===== config.mk =====
export PLATFORM = sky130hd
export DESIGN_NAME = sc_stream_sng_flat
export DESIGN_NICKNAME = d
export VERILOG_FILES = /design/src/rtl/sc_stream_sng_pkg.sv /design/src/rtl/sc_stream_sng_if.sv /design/src/rtl/sc_lds_cmp.sv /design/src/rtl/sc_stream_sng.sv /design/src/flat_wrapper.sv
export SDC_FILE = /design/constraint.sdc
export NUM_CORES = 1
export LEC_CHECK = 0
export CORE_MARGIN = 2
export CORE_UTILIZATION = 40
export DETAILED_ROUTE_END_ITERATION = 6
export GPL_TIMING_DRIVEN = 0
export PLACE_DENSITY_LB_ADDON = 0.3
export SYNTH_ARGS = -nofsm -noshare
export SYNTH_HDL_FRONTEND = slang
export SYNTH_SLANG_ARGS = --single-unit

===== constraint.sdc =====
create_clock -name clk -period 2.02 [get_ports clk]
set_input_delay 0.202 -clock clk [delete_from_list [all_inputs] [get_ports clk]]
set_output_delay 0.202 -clock clk [all_outputs]
set_load 0.02 [all_outputs]

===== src/rtl/sc_stream_sng_pkg.sv =====
// Shared constants, FSM state type and index/operand helpers for the
// bit-serial stochastic number generator.
package sc_stream_sng_pkg;

  localparam int STREAM_LENGTH      = 32;
  localparam int LOG_LEN            = 5;
  localparam int SOBOL_VALID_BITWTH = LOG_LEN + 1;

  typedef enum logic {
    IDLE   = 1'b0,
    STREAM = 1'b1
  } state_e;

  // Van der Corput order: reversing the index bits spreads the ones evenly.
  function automatic logic [LOG_LEN-1:0] bitrev(input logic [LOG_LEN-1:0] v);
    logic [LOG_LEN-1:0] r;
    r = '0;
    for (int i = 0; i < LOG_LEN; i++) begin
      r[i] = v[LOG_LEN-1-i];
    end
    return r;
  endfunction

  function automatic logic [SOBOL_VALID_BITWTH-1:0] clamp_op(
      input logic [SOBOL_VALID_BITWTH-1:0] v);
    logic [SOBOL_VALID_BITWTH-1:0] lim;
    lim = SOBOL_VALID_BITWTH'(STREAM_LENGTH);
    return (v > lim) ? lim : v;
  endfunction

endpackage


===== src/rtl/sc_stream_sng_if.sv =====
// Operand-in / stream-out handshake bundle. The master drives operands and
// out_ready; the slave (the generator) drives in_ready and the beat fields.
interface sc_stream_sng_if;
  import sc_stream_sng_pkg::*;

  logic                          in_valid;
  logic                          in_ready;
  logic [SOBOL_VALID_BITWTH-1:0] a_in;
  logic [SOBOL_VALID_BITWTH-1:0] b_in;
  logic                          out_valid;
  logic                          out_ready;
  logic                          a_bit;
  logic                          b_bit;
  logic                          and_bit;
  logic                          out_last;
  logic [LOG_LEN-1:0]            beat_idx;

  modport master (
    output in_valid, a_in, b_in, out_ready,
    input  in_ready, out_valid, a_bit, b_bit, and_bit, out_last, beat_idx
  );

  modport slave (
    input  in_valid, a_in, b_in, out_ready,
    output in_ready, out_valid, a_bit, b_bit, and_bit, out_last, beat_idx
  );

endinterface


===== src/rtl/sc_lds_cmp.sv =====
// Combinational low-discrepancy comparator: stream A uses the bit-reversed
// index, stream B the plain ramp, and_bit is their SC product.
module sc_lds_cmp
  import sc_stream_sng_pkg::*;
(
  input  logic [LOG_LEN-1:0]            idx_i,
  input  logic [SOBOL_VALID_BITWTH-1:0] a_i,
  input  logic [SOBOL_VALID_BITWTH-1:0] b_i,
  output logic                          a_bit_o,
  output logic                          b_bit_o,
  output logic                          and_bit_o
);

  logic [SOBOL_VALID_BITWTH-1:0] idx_rev_ext;
  logic [SOBOL_VALID_BITWTH-1:0] idx_ext;

  assign idx_rev_ext = {1'b0, bitrev(idx_i)};
  assign idx_ext     = {1'b0, idx_i};

  assign a_bit_o   = (a_i > idx_rev_ext);
  assign b_bit_o   = (b_i > idx_ext);
  assign and_bit_o = a_bit_o & b_bit_o;

endmodule


===== src/rtl/sc_stream_sng.sv =====
// Serial SNG: accepts an operand pair, then emits STREAM_LENGTH beats of
// two stochastic bitstreams plus their AND under valid/ready flow control.
module sc_stream_sng
  import sc_stream_sng_pkg::*;
(
  input  logic           clk,
  input  logic           rst,
  sc_stream_sng_if.slave bus
);

  state_e                        state_q, state_d;
  logic [LOG_LEN-1:0]            idx_q, idx_d;
  logic [SOBOL_VALID_BITWTH-1:0] a_q, a_d;
  logic [SOBOL_VALID_BITWTH-1:0] b_q, b_d;

  logic streaming;
  logic last_beat;
  logic a_raw, b_raw, and_raw;

  assign streaming = (state_q == STREAM);
  assign last_beat = streaming && (idx_q == LOG_LEN'(STREAM_LENGTH - 1));

  sc_lds_cmp u_cmp (
    .idx_i     (idx_q),
    .a_i       (a_q),
    .b_i       (b_q),
    .a_bit_o   (a_raw),
    .b_bit_o   (b_raw),
    .and_bit_o (and_raw)
  );

  // Operands stay registered after a stream, so gate the beat bits in IDLE.
  assign bus.out_valid = streaming;
  assign bus.out_last  = last_beat;
  assign bus.beat_idx  = idx_q;
  assign bus.a_bit     = streaming & a_raw;
  assign bus.b_bit     = streaming & b_raw;
  assign bus.and_bit   = streaming & and_raw;
  assign bus.in_ready  = !streaming || (last_beat && bus.out_ready);

  always_comb begin
    state_d = state_q;
    idx_d   = idx_q;
    a_d     = a_q;
    b_d     = b_q;
    case (state_q)
      IDLE: begin
        if (bus.in_valid) begin
          a_d     = clamp_op(bus.a_in);
          b_d     = clamp_op(bus.b_in);
          idx_d   = '0;
          state_d = STREAM;
        end
      end
      STREAM: begin
        if (bus.out_ready) begin
          if (last_beat) begin
            idx_d = '0;
            // A waiting pair chains straight into the next stream.
            if (bus.in_valid) begin
              a_d = clamp_op(bus.a_in);
              b_d = clamp_op(bus.b_in);
            end else begin
              state_d = IDLE;
            end
          end else begin
            idx_d = idx_q + 1'b1;
          end
        end
      end
      default: state_d = IDLE;
    endcase
  end

  always_ff @(posedge clk) begin
    if (rst) begin
      state_q <= IDLE;
      idx_q   <= '0;
      a_q     <= '0;
      b_q     <= '0;
    end else begin
      state_q <= state_d;
      idx_q   <= idx_d;
      a_q     <= a_d;
      b_q     <= b_d;
    end
  end

endmodule


===== src/flat_wrapper.sv =====
// flat-port wrapper written by rule: the top's interface ports become plain ports
module sc_stream_sng_flat import sc_stream_sng_pkg::*;
  (clk, rst, bus_in_valid, bus_a_in, bus_b_in, bus_out_ready, bus_in_ready, bus_out_valid, bus_a_bit, bus_b_bit, bus_and_bit, bus_out_last, bus_beat_idx);
  sc_stream_sng_if bus_i ();
  input  logic clk;
  input  logic rst;
  input wire logic [$bits(bus_i.in_valid)-1:0] bus_in_valid;
  input wire logic [$bits(bus_i.a_in)-1:0] bus_a_in;
  input wire logic [$bits(bus_i.b_in)-1:0] bus_b_in;
  input wire logic [$bits(bus_i.out_ready)-1:0] bus_out_ready;
  output wire logic [$bits(bus_i.in_ready)-1:0] bus_in_ready;
  output wire logic [$bits(bus_i.out_valid)-1:0] bus_out_valid;
  output wire logic [$bits(bus_i.a_bit)-1:0] bus_a_bit;
  output wire logic [$bits(bus_i.b_bit)-1:0] bus_b_bit;
  output wire logic [$bits(bus_i.and_bit)-1:0] bus_and_bit;
  output wire logic [$bits(bus_i.out_last)-1:0] bus_out_last;
  output wire logic [$bits(bus_i.beat_idx)-1:0] bus_beat_idx;
  assign bus_i.in_valid = bus_in_valid;
  assign bus_i.a_in = bus_a_in;
  assign bus_i.b_in = bus_b_in;
  assign bus_i.out_ready = bus_out_ready;
  assign bus_in_ready = bus_i.in_ready;
  assign bus_out_valid = bus_i.out_valid;
  assign bus_a_bit = bus_i.a_bit;
  assign bus_b_bit = bus_i.b_bit;
  assign bus_and_bit = bus_i.and_bit;
  assign bus_out_last = bus_i.out_last;
  assign bus_beat_idx = bus_i.beat_idx;
  sc_stream_sng u_core (.clk(clk), .rst(rst), .bus(bus_i));
endmodule

==> flow_summary.toml <==
[flow_run]
max_cap_viol_count = 0

[hold_path]
hp-class = "primary input to flop"
holdCritStartpoint = "rst"

[clock_tree]
clk_pin_slew_ns = 0.12
cts_inserted_buffers = 3
clockBufferDepth = 2
htree_levels = 1
cts-root-buf = "clkbuf_4"
cts_tree = "done"
clock_sinks = 18
hold_buffers = 0
clock_latency_ns = 0.30

[drt]
vias_per_cell = 5.49
routed_wl_mm = 2.83
route.detailed.drc = 0
drt_pass1_iterations = 4
ant_nets = 0
vias = 1032
wire_per_inst_um = 15.1
drt-initial-drc-count = 26

[floorplanning]
die_h_um = 54.4
std_cell_rows = 18
die_width_um = 54.4
start_util = 0.418
core_sq_mm = 0.00243
ios = 27
die-area_sq_mm = 0.00296

[global_routing]
antenna_found_initial = 0
grt_pass1_wl_mm = 4.15
grt_usage = 0.198
grt_overflow_total = 0
grt_pass1_vias = 897
grt_max_degree = 11

[timing]
setup_violations = 2
holdWs_ns = 0.318
finalClockSkew_ns = 0.00320
clock.fmax_mhz = 480
finalMaxSlewViolations = 0
fin_crit_sh = 1.03
period_minus_slack_ns = 2.08
tightest_slew_ns = 0.484
hold_viol = 0
slew_headroom = 0.677
rsz0062_at_grt = "true"
fin_ws_ns = -0.0630

[logic_synthesis]
ys_seq_elements = 18
syn_area_per_cell_sq_um = 8.55
synth.net_count = 147
synth_warnings = 0
synth_cell_types = 29
netlist_area_sq_mm = 0.00102
synth_seq_area_share = 0.354
synthCells = 119

[critical_path]
crit_start = "u_core.bus.beat_idx[0]$_SDFFE_PP0P_"
cp.arrival_ns = 1.88
end_kind = "primary output"
crit_path_max_fanout = 3
required_ns = 1.82
critPathSlowestCell = "dfxtp_4"
cp_slowest_stage_delay_ns = 0.39
rrSetupSlack_ns = 0.15
critPathTopFamily = "compound AO/OA/AOI/OAI gates"
cp_cell_sequence = "inv_4 -> ha_4 -> a211o_1 -> a31oi_2 -> a32oi_2 -> buf_4 -> and2_4 -> buf_6"
crit_buf_inv = 3
path_class = "flop to primary output"
start_kind = "flop"
r2r_start = "u_core.bus.beat_idx[0]$_SDFFE_PP0P_"

[cells_and_area]
final_nets = 187
drive_above_1_share = 0.323
utilization = 0.640
fillCellCount = 215
n_antenna_cell = 0
syn_to_final_growth_pct = 53.0

[power_and_ir_drop]
powerDensity_mw_per_mm2 = 522
vdd_drop_max_mv = 0.379
power_frac_comb = 0.241
leakage_nw = 0.583
seqPwrFrac = 0.465
p_int_uw = 582
clockPowerShare = 0.294
switching_share = 0.283
switching_power_uw = 230

[placement]
place_hpwl_mm = 1.84
gp_congestion = 0.764
port_buffers = 25
dpl_worst_slack_ns = -0.320

[outcome]
violations = "setup timing"
outcome = "complete, but fails checks"
sequential cells by signal, summed over array words and instances (netlist names):
name	cells
u_core.a_q	6
u_core.bus.out_valid	1
u_core.bus.beat_idx	5
u_core.b_q	6
worst register-to-register path: cells and delay by family (launching register included):
kind	cells	cell delay [ns]
and+or+nand+nor	3	0.40
adders and majority gates	2	0.36
DFF	1	0.38
AOI/OAI and AO/OA	2	0.34
buffers and inverters	2	0.33
kinds of logic (layout without fill, tap and decap cells):
group	Yosys count	count (layout)	share of synthesized area
buffers and inverters	13	52	0.0590
and+or+nand+nor	47	47	0.256
adders and majority gates	12	12	0.148
DFF	18	18	0.354
AOI/OAI and AO/OA	29	29	0.183
placed cells by master, fill, tap and decap left out, types with 2 or more instances in the layout:
cell type / n
inv_4: 2
a211o_1: 2
a21oi_1: 15
nor2_1: 5
buf_2: 2
clkbuf_4: 3
buf_6: 4
nor2b_1: 2
inv_1: 4
and2_4: 2
clkbuf_1: 2
dfxtp_2: 3
clkdlybuf4s50_1: 20
inv_2: 3
dfxtp_1: 12
buf_4: 11
ha_4: 8
nand3b_1: 10
nor3_1: 4
dfxtp_4: 3
a31oi_1: 2
and4b_1: 2
ha_1: 3
nand2_1: 16
synthesized netlist by cell type, drive strengths merged:
| master | n | share of area |
|---|---|---|
| a211o | 2 | 0.017 |
| and3 | 1 | 0.0062 |
| nor2 | 5 | 0.018 |
| a22oi | 1 | 0.0074 |
| and2 | 4 | 0.030 |
| a21bo | 1 | 0.0098 |
| dfxtp | 18 | 0.35 |
| o21ai | 2 | 0.0098 |
| a21boi | 1 | 0.0074 |
| a32oi | 2 | 0.017 |
| buf | 2 | 0.018 |
| nor2b | 2 | 0.012 |
| ha | 12 | 0.15 |
| a21oi | 15 | 0.074 |
| nand3b | 10 | 0.074 |
| o21a | 1 | 0.0074 |
| inv | 9 | 0.033 |
| nand2 | 17 | 0.065 |
| nand3 | 1 | 0.0049 |
| a221oi | 1 | 0.015 |
| a31oi | 3 | 0.018 |
| clkbuf | 2 | 0.0074 |
| nor3 | 4 | 0.020 |
| and4b | 2 | 0.020 |
| or3 | 1 | 0.0062 |
per-stage QoR:
| step | TNS (ns) | power, mW | instance area (sq um) | cells |
|---|---|---|---|---|
| 2_1_floorplan | 0 | 0.475 | 1020 | 119 |
| 3_3_place_gp | -0.910 | 0.540 | 1310 | 174 |
| 3_5_place_dp | -0.921 | 0.544 | 1310 | 174 |
| 4_1_cts | -0.157 | 0.784 | 1410 | 185 |
| 5_1_grt | -0.305 | 0.848 | 1560 | 188 |
| 6_report | -0.0918 | 0.812 | 1560 | 188 |
power by group through the flow:
stage	combinational, mW	sequential, mW	clock (mW)
global route	0.214	0.379	0.255
global placement	0.153	0.386	0
CTS	0.171	0.375	0.239
floorplan	0.0884	0.387	0
finish	0.196	0.378	0.239
detailed placement	0.158	0.387	0
per-layer routing:
metal / share of wire / routed length [um] / vias up / track usage
li1: - / - / 504 / -
met1: 0.43 / 1230 / 493 / 0.270
met2: 0.49 / 1400 / 28 / 0.317
met3: 0.050 / 143 / 7 / 0.0246
met4: 0.022 / 61 / 0 / 0.0750
met5: 0 / 0 / - / 0
worst paths after layout:
check,depth (start not counted),endpoint
worst max-delay path,8,bus_a_bit
worst min-delay path,2,u_core.b_q[2]$_SDFFE_PP0P_
worst max register to register,9,u_core.a_q[4]$_SDFFE_PP0P_
worst min register to register,2,u_core.b_q[0]$_SDFFE_PP0P_
what timing repair did:
action	CTS	global route
buffers inserted	7	3
gates resized for setup	39	18
setup endpoints to repair	5	11
pin swaps	5	5
cell type report:
type / instances / area (sq um) / share of cell area
buffer: 4 / 26.3 / 0.0169
clock buffer: 4 / 36.3 / 0.0233
inverter: 9 / 38.8 / 0.0249
multi-input combinational: 88 / 723 / 0.465
sequential: 18 / 375 / 0.241
tap: 30 / 37.5 / 0.0241
timing repair buffer: 35 / 319 / 0.205
Note: power is estimated with default switching activity, not from simulation.
